### config.mk
export PLATFORM = sky130hd
export DESIGN_NAME = ex_muldiv
export DESIGN_NICKNAME = d
export VERILOG_FILES = /design/src/rtl/ex_muldiv.sv
export SDC_FILE = /design/constraint.sdc
export NUM_CORES = 1
export LEC_CHECK = 0
export ABC_AREA = 0
export BUFFER_PORTS_ARGS = -buffer_cell sky130_fd_sc_hd__buf_4
export CAP_MARGIN = 10
export CORE_MARGIN = 3
export CORE_UTILIZATION = 45
export CTS_CLUSTER_DIAMETER = 200
export DETAILED_ROUTE_END_ITERATION = 12
export PLACE_DENSITY = 0.67
export SLEW_MARGIN = 20
export SYNTH_ARGS = -nofsm -noshare
export SYNTH_HDL_FRONTEND = slang
export SYNTH_SLANG_ARGS = --single-unit
export TNS_END_PERCENT = 10
### constraint.sdc
create_clock -name clk -period 7 [get_ports clk]
set_input_delay 1.4 -clock clk [delete_from_list [all_inputs] [get_ports clk]]
set_output_delay 1.4 -clock clk [all_outputs]
set_load 0.02 [all_outputs]
### src/rtl/ex_muldiv.sv
// ex_muldiv: MIPS execute stage. Logic, add/sub and compares are combinational;
// multiply and divide run iteratively over DATA_W cycles, stall the pipeline and
// write the HI/LO registers. The divider is built only when EX_DIV_EN is defined;
// otherwise DIV/DIVU behave as NOP.
module ex_muldiv #(
  parameter int unsigned DATA_W = 32,
  parameter int unsigned ADDR_W = 5
) (
  input  logic              clk,
  input  logic              rst,
  input  logic [3:0]        aluop_i,
  input  logic [DATA_W-1:0] reg1_i,
  input  logic [DATA_W-1:0] reg2_i,
  input  logic [ADDR_W-1:0] wd_i,
  input  logic              wreg_i,
  input  logic              flush_i,
  output logic [ADDR_W-1:0] wd_o,
  output logic              wreg_o,
  output logic [DATA_W-1:0] wdata_o,
  output logic              ov_o,
  output logic              stall_o,
  output logic [DATA_W-1:0] hi_o,
  output logic [DATA_W-1:0] lo_o
);

  localparam int unsigned CNT_W = $clog2(DATA_W);
  localparam logic [CNT_W-1:0] LastStep = CNT_W'(DATA_W - 1);

  localparam logic [3:0] OpOr   = 4'd1;
  localparam logic [3:0] OpAnd  = 4'd2;
  localparam logic [3:0] OpAdd  = 4'd3;
  localparam logic [3:0] OpSub  = 4'd4;
  localparam logic [3:0] OpSlt  = 4'd5;
  localparam logic [3:0] OpSltu = 4'd6;
  localparam logic [3:0] OpMult = 4'd7;
  localparam logic [3:0] OpMulu = 4'd8;
  localparam logic [3:0] OpDiv  = 4'd9;
  localparam logic [3:0] OpDivu = 4'd10;
  localparam logic [3:0] OpMfhi = 4'd11;
  localparam logic [3:0] OpMflo = 4'd12;

  typedef enum logic [1:0] {StIdle, StBusy, StDone} state_e;

  state_e            state_q, state_d;
  logic [CNT_W-1:0]  count_q, count_d;
  // acc: partial product upper half / partial remainder
  // sh:  multiplier shifting out / dividend shifting out, quotient shifting in
  // m:   multiplicand / divisor
  logic [DATA_W-1:0] acc_q, acc_d, sh_q, sh_d, m_q, m_d;
  logic [DATA_W-1:0] hi_q, hi_d, lo_q, lo_d;
  logic              neg_q, neg_d;
`ifdef EX_DIV_EN
  logic              div_q, div_d, rneg_q, rneg_d;
  logic [DATA_W:0]   rem_sh, rem_diff;
`endif

  logic              is_mul, is_div, is_md, op_signed;
  logic              is_sub, add_ov, slt, sltu;
  logic [DATA_W-1:0] b_eff, sum, a_abs, b_abs;
  logic [DATA_W:0]   mul_sum;
  logic [DATA_W-1:0] step_acc, step_sh, res_hi, res_lo;
  logic [2*DATA_W-1:0] prod_mag, prod;

  // Opcode decode for the iterative unit.
  always_comb begin
    is_mul    = (aluop_i == OpMult) || (aluop_i == OpMulu);
`ifdef EX_DIV_EN
    is_div    = (aluop_i == OpDiv) || (aluop_i == OpDivu);
`else
    is_div    = 1'b0;
`endif
    is_md     = is_mul || is_div;
    op_signed = (aluop_i == OpMult) || (aluop_i == OpDiv);
    a_abs     = (op_signed && reg1_i[DATA_W-1]) ? -reg1_i : reg1_i;
    b_abs     = (op_signed && reg2_i[DATA_W-1]) ? -reg2_i : reg2_i;
  end

  // Adder shared by ADD/SUB, plus the two compares.
  always_comb begin
    is_sub = (aluop_i == OpSub);
    b_eff  = is_sub ? ~reg2_i : reg2_i;
    sum    = reg1_i + b_eff + {{(DATA_W-1){1'b0}}, is_sub};
    add_ov = (reg1_i[DATA_W-1] == b_eff[DATA_W-1]) && (sum[DATA_W-1] != reg1_i[DATA_W-1]);
    slt    = $signed(reg1_i) < $signed(reg2_i);
    sltu   = reg1_i < reg2_i;
  end

  // GPR write-back outputs; everything forced low while in reset.
  always_comb begin
    wdata_o = '0;
    wreg_o  = 1'b0;
    ov_o    = 1'b0;
    case (aluop_i)
      OpOr:   begin wdata_o = reg1_i | reg2_i; wreg_o = wreg_i; end
      OpAnd:  begin wdata_o = reg1_i & reg2_i; wreg_o = wreg_i; end
      OpAdd, OpSub: begin
        wdata_o = sum;
        ov_o    = add_ov;
        wreg_o  = wreg_i & ~add_ov;
      end
      OpSlt:  begin wdata_o = {{(DATA_W-1){1'b0}}, slt};  wreg_o = wreg_i; end
      OpSltu: begin wdata_o = {{(DATA_W-1){1'b0}}, sltu}; wreg_o = wreg_i; end
      OpMfhi: begin wdata_o = hi_q; wreg_o = wreg_i; end
      OpMflo: begin wdata_o = lo_q; wreg_o = wreg_i; end
      OpMult, OpMulu, OpDiv, OpDivu: begin end
      default: begin end
    endcase
    wd_o = wd_i;
    if (rst) begin
      wdata_o = '0;
      wreg_o  = 1'b0;
      ov_o    = 1'b0;
      wd_o    = '0;
    end
  end

  // Stall while issuing (and not being flushed) and across every BUSY step.
  always_comb begin
    stall_o = !rst && (((state_q == StIdle) && is_md && !flush_i) || (state_q == StBusy));
  end

  // One radix-2 step and the signed fixup of the final result.
  always_comb begin
    mul_sum  = {1'b0, acc_q} + {1'b0, m_q & {DATA_W{sh_q[0]}}};
    step_acc = mul_sum[DATA_W:1];
    step_sh  = {mul_sum[0], sh_q[DATA_W-1:1]};
    prod_mag = {acc_q, sh_q};
    prod     = neg_q ? -prod_mag : prod_mag;
    res_hi   = prod[2*DATA_W-1:DATA_W];
    res_lo   = prod[DATA_W-1:0];
`ifdef EX_DIV_EN
    rem_sh   = {acc_q, sh_q[DATA_W-1]};
    rem_diff = rem_sh - {1'b0, m_q};
    if (div_q) begin
      // Restoring division: a set borrow bit means the trial subtraction failed.
      if (!rem_diff[DATA_W]) begin
        step_acc = rem_diff[DATA_W-1:0];
        step_sh  = {sh_q[DATA_W-2:0], 1'b1};
      end else begin
        step_acc = rem_sh[DATA_W-1:0];
        step_sh  = {sh_q[DATA_W-2:0], 1'b0};
      end
      // Divide by zero: all-ones quotient; remainder restores the original dividend.
      res_lo = (m_q == '0) ? '1 : (neg_q ? -sh_q : sh_q);
      res_hi = rneg_q ? -acc_q : acc_q;
    end
`endif
  end

  // Next-state logic for the mul/div sequencer and HI/LO.
  always_comb begin
    state_d = state_q;
    count_d = count_q;
    acc_d   = acc_q;
    sh_d    = sh_q;
    m_d     = m_q;
    neg_d   = neg_q;
    hi_d    = hi_q;
    lo_d    = lo_q;
`ifdef EX_DIV_EN
    div_d   = div_q;
    rneg_d  = rneg_q;
`endif
    case (state_q)
      StIdle: begin
        if (is_md) begin
          state_d = StBusy;
          count_d = '0;
          acc_d   = '0;
          sh_d    = is_div ? a_abs : b_abs;
          m_d     = is_div ? b_abs : a_abs;
          neg_d   = op_signed && (reg1_i[DATA_W-1] ^ reg2_i[DATA_W-1]);
`ifdef EX_DIV_EN
          div_d   = is_div;
          rneg_d  = op_signed && reg1_i[DATA_W-1];
`endif
        end
      end
      StBusy: begin
        acc_d   = step_acc;
        sh_d    = step_sh;
        count_d = count_q + CNT_W'(1);
        if (count_q == LastStep) begin
          state_d = StDone;
        end
      end
      StDone: begin
        hi_d    = res_hi;
        lo_d    = res_lo;
        state_d = StIdle;
      end
      default: state_d = StIdle;
    endcase
    // Flush abandons the operation without touching HI/LO, even from DONE.
    if (flush_i) begin
      state_d = StIdle;
      hi_d    = hi_q;
      lo_d    = lo_q;
    end
  end

  // State registers with synchronous reset.
  always_ff @(posedge clk) begin
    if (rst) begin
      state_q <= StIdle;
      count_q <= '0;
      acc_q   <= '0;
      sh_q    <= '0;
      m_q     <= '0;
      neg_q   <= 1'b0;
      hi_q    <= '0;
      lo_q    <= '0;
`ifdef EX_DIV_EN
      div_q   <= 1'b0;
      rneg_q  <= 1'b0;
`endif
    end else begin
      state_q <= state_d;
      count_q <= count_d;
      acc_q   <= acc_d;
      sh_q    <= sh_d;
      m_q     <= m_d;
      neg_q   <= neg_d;
      hi_q    <= hi_d;
      lo_q    <= lo_d;
`ifdef EX_DIV_EN
      div_q   <= div_d;
      rneg_q  <= rneg_d;
`endif
    end
  end

  assign hi_o = hi_q;
  assign lo_o = lo_q;

endmodule

; ---- Word-level counts from Yosys, hierarchy flattened
; Cells that the tools add are included.
[word_totals]
regBits = 168
inputBits = 77
output_inout_bits = 104
[classes]
n_addsub = 7
order_cmp = 2
n_eq_ne = 18
mux = 20
n_bitwise = 8
n_reduce_logical = 21
[ops]
columns = operator, n
row1 = $pmux W32 S7, 1
row2 = $mux W32, 6
row3 = $pmux W32 S2, 2
row4 = $and A32 B32 Y32, 2
row5 = $lt A32 B32 Y1, 2
row6 = $mux W64, 1
row7 = $neg A32 Y32, 2
row8 = $neg A64 Y64, 1
row9 = $add A32 B32 Y33, 1
row10 = $add A32 B1 Y32, 1
row11 = $add A32 B32 Y32, 1
row12 = $not A32 Y32, 1
row13 = $or A32 B32 Y32, 1
row14 = $eq A4 B3 Y1 const B, 4
row15 = $eq A4 B4 Y1 const B, 4
row16 = $mux W5, 2
row17 = $pmux W5 S2, 1
row18 = $eq A4 B2 Y1 const B, 2
row19 = $reduce_and A2 Y1, 4
row20 = $logic_and A1 B1 Y1, 7
row21 = $reduce_or A6 Y1, 1
row22 = $add A5 B1 Y5 const B, 1
row23 = $eq A5 B5 Y1 const B, 1
row24 = $eq A4 B1 Y1 const B, 1
row25 = other kinds (18), 26

; ---- Longest topological paths before layout
[depth]
depth_word = 10
ltp_mapped = 15
mapped_depth_nobuf = 12

; ---- Worst setup path before layout
; Ideal clock, no wire load.
[synth_path]
kind = input to output
start = input aluop_i[1]
end = output wreg_o
arrival_ns = 5.228
required_ns = 5.600
slack_ns = 0.372
cell_stages = 14
path_cell_list = buf_2 -> or4b_4 -> buf_6 -> clkbuf_1 -> xnor2_1 -> ha_1 -> nand2_1 -> o31ai_1 -> nor4_1 -> o31ai_4 -> o21ai_2 -> o2111a_1 -> or3_1 -> a311oi_1
[synth_via]
elab_chain_len = 10
elab_cells_between_ends = 20
cone_classes = add/sub: 2 / eq/ne: 10 / mux: 3 / bitwise: 2 / reduce/logical: 3
[synth_rtl]
columns = item, line
row1 = "start, declared", 11  ; input logic [3:0] aluop_i,
row2 = $eq A4 B3 Y1, "80, 93"
row3 = $mux W32, 81  ; b_eff = is_sub ? ~reg2_i : reg2_i;
row4 = $add A32 B32 Y32, 82  ; sum = reg1_i + b_eff + {{(DATA_W-1){1'b0}}, is_sub};
row5 = $add A32 B1 Y32, 82
row6 = $ne A1 B1 Y1, 83  ; add_ov = (reg1_i[DATA_W-1] == b_eff[DATA_W-1]) && (sum[DATA_W-1] != reg1_i[DATA_W-1]);
row7 = $logic_and A1 B1 Y1, 83
row8 = $not A1 Y1, 99  ; wreg_o = wreg_i & ~add_ov;
row9 = $and A1 B1 Y1, 99
row10 = $pmux W1 S2 *, 93  ; case (aluop_i)
row11 = $mux W1 *, 109  ; if (rst) begin
row12 = "end, declared", 18  ; output logic wreg_o,
; Every way passes the cells marked *; elsewhere a longest branch is shown, timed or not.

; ---- Final worst setup path
[layout_path]
start = input aluop_i[0]
end = output wdata_o[30]
[layout_via]
elab_chain_len = 6
elab_cells_between_ends = 14
cone_classes = add/sub: 2 / eq/ne: 8 / mux: 3 / reduce/logical: 1
[layout_rtl]
columns = item, line
row1 = $eq A4 B3 Y1, "80, 93"
row2 = $mux W32, 81
row3 = $add A32 B32 Y32, 82
row4 = $add A32 B1 Y32, 82
row5 = $pmux W32 S7 *, 93
row6 = $mux W32 *, 109
row7 = "end, declared", 19  ; output logic [DATA_W-1:0] wdata_o,
; Marked as above.

==> results.json <==
{
  "status": "complete, no violations",
  "grt_usage": 0.294,
  "finalNetCount": 2334,
  "synthCells": 1999,
  "rows": 66,
  "worst_hold_slack_ns": 0.467,
  "gp_congestion": 0.941,
  "grt_start_max_net_pins": 83,
  "wl_met1_um": 25500,
  "setup_viol": 0,
  "clock_sinks": 168,
  "p_comb_frac": 0.255,
  "cts_buffers": 17,
  "cts_root_buffer": "clkbuf_16",
  "cts-hold-fix-buffers": 0,
  "ys_seq_area_frac": 0.221,
  "cts.path.max_buffers": 2,
  "vias": 15500,
  "clkTransAtPathRegs_ns": 0.06,
  "start_util": 0.461,
  "p_leak_nw": 7.08,
  "worst-slew-pin-transition_ns": 1.07,
  "cts_setup_buffers": 0,
  "maxSlewViolCount": 0,
  "ios": 181,
  "p_sw_frac": 0.333,
  "power_mw": 2.64,
  "final_antenna_net_count": 0,
  "ys_async_sr_fraction": 0,
  "ctsResizeCount": 0,
  "relSlewSlack": 0.283,
  "post-route-drc-count": 0,
  "die_w_um": 190,
  "fin_worst_skew_ns": 0.0123,
  "final_util": 0.528,
  "wl_met3_um": 4780,
  "grt_pass1_wl_um": 83800,
  "yosysTopAreaCell": "dfxtp_1",
  "end_kind": "output port",
  "max_freq_mhz": 149,
  "top_layer": "met5",
  "drv_cap": 0,
  "avgSynthCellArea_um2": 7.61,
  "route.detailed.wl_per_inst_um": 21.3,
  "fp.dieArea_mm2": 0.0360,
  "period_share": 0.959,
  "critPathKind": "in2out",
  "power_frac_clock": 0.368,
  "p_sw_mw": 0.879,
  "power_density_mw_per_mm2": 152,
  "seqPwrFrac": 0.377,
  "path_max_fanout": 18,
  "viasPerCell": 6.10,
  "synth_ff_type": "dfxtp_1",
  "nFillCells": 3212,
  "p_int_mw": 1.76,
  "cts_tree": "yes",
  "rsz0062_at_grt": "false",
  "grt_pass1_vias": 14300,
  "cp.required_ns": 5.60,
  "drt_first_pass_iters": 6,
  "dp.final_hpwl_um": 42000,
  "die_h_um": 190,
  "synth_area_mm2": 0.0152,
  "yosysTopAreaCellShare": 0.221,
  "n_antenna_cell": 0,
  "grt_overflow_total": 0,
  "post-route-min-period_ns": 6.71,
  "synth_warnings": 0,
  "synthTopCellsByArea": "dfxtp_1, ha_1, xnor2_1, nor2_1, a211oi_1",
  "cts_max_level": 4,
  "synth_seq_cells": 168,
  "synth_nets": 2242,
  "holdCritPathClass": "reg2reg",
  "synth_cell_types": 76,
  "clk_latency_ns": 0.44,
  "critPathArrivalTime_ns": 5.31,
  "dr_wl_met2_um": 22800,
  "placed_cell_area_mm2": 0.0168,
  "antenna_found_initial": 1,
  "io_buffers": 180,
  "routed_wl_um": 54300,
  "area_growth_pct": 14.4,
  "drtIter0Drc": 1349,
  "startpoint_type": "primary input",
  "synth-edff-count": 0,
  "final.setup.tns_ns": 0,
  "peakVddDrop_v": 0.000169,
  "hold_viol": 0,
  "drive_above_1_share": 0.118,
  "stdcell_area_mm2": 0.0174,
  "coreArea_mm2": 0.0329
}
-- final timing paths --
path,from,endpoint,slack [ns],depth (start not counted)
worst max-delay path,aluop_i[0],wdata_o[30],0.29,12
worst min-delay path,m_q[26],m_q[26],0.47,2
worst max register to register,sh_q[0],acc_q[21],3.19,12
worst min register to register,m_q[26],m_q[26],0.47,2
-- registers in the layout, summed over array words and instances (netlist names) --
name,cells
acc_q,32
hi_o,32
state_q,2
sh_q,32
lo_o,32
m_q,32
count_q,5
neg_q,1
-- stage by stage --
step / cells / setup WS (ns)
global placement: 2514 / 0.355
detailed placement: 2514 / 0.347
finish: 2546 / 0.287
CTS: 2546 / 0.328
global route: 2546 / 0.147
floorplan: 1999 / 0.372
-- power groups by stage --
stage	Combinational, mW	Sequential [mW]	Clock [mW]
floorplan	0.431	1.01	0
global placement	0.655	1.01	0
detailed placement	0.657	1.01	0
CTS	0.663	0.993	0.979
global route	0.737	0.996	1.02
finish	0.673	0.994	0.970
-- layer usage --
metal / vias to the layer above / global-route usage
met3: 76 / 0.0457
met2: 645 / 0.435
met4: 2 / 0.0808
met1: 7370 / 0.441
met5: - / 0
li1: 7448 / -
-- cell families after synthesis --
logic type / share of synthesized area
AOI/OAI and AO/OA: 0.262
xor gates and xnor gates: 0.109
adders and majority gates: 0.138
buffers and inverters: 0.0550
DFF: 0.221
muxes: 0.00469
and+or+nand+nor: 0.211
-- synth_stat cells (9+ instances only) --
cell,number
o31ai_1,32
inv_1,93
ha_1,164
o21ai_1,31
nor2_1,197
nand3_1,63
a221oi_1,33
o211ai_1,11
clkbuf_1,118
xor2_1,78
a22oi_1,10
and2_1,43
a31oi_1,42
xnor2_1,111
or3_1,17
nand2b_1,17
nor4_1,19
a21o_1,28
o21bai_1,9
o41ai_1,21
nor3_1,24
nand2_1,189
nand4_1,19
or4_1,11
and3_1,16
o21a_1,14
o21ai_0,64
a21oi_1,110
dfxtp_1,168
a221o_1,11
nor2b_1,20
a211oi_1,96
-- placed cells by master (no fill, tap or decap), types with 21 or more instances in the layout --
cell type / count
ha_1: 164
a31oi_1: 42
xor2_1: 78
a211oi_1: 96
dfxtp_1: 167
and2_1: 42
o21ai_0: 64
nand3_1: 63
o21ai_1: 31
xnor2_1: 111
o31ai_1: 32
a21o_1: 28
inv_1: 93
nor3_1: 24
a21oi_1: 109
a221oi_1: 33
nand2_1: 189
o41ai_1: 21
buf_4: 200
nor2_1: 195
-- critical path: stages --
cell and delay, ns:
buf_4 0.16, or4b_4 0.74, xnor2_1 0.20, ha_1 0.39
a211o_1 0.29, or4_1 0.50, o2111ai_1 0.41, nand2_1 0.17
a211oi_1 0.41, a2111oi_0 0.18, a211o_1 0.29, buf_4 0.16
-- layout make-up --
cell class / instances / area, um2 / area share
clock inverter: 13 / 146 / 0.00842
sequential: 168 / 3360 / 0.193
inverter: 93 / 349 / 0.0201
clock buffer: 19 / 443 / 0.0255
multi-input combinational: 1611 / 11000 / 0.634
timing repair buffer: 200 / 1500 / 0.0863
tap: 442 / 553 / 0.0318
No activity file was read; power rests on OpenSTA's default activity.
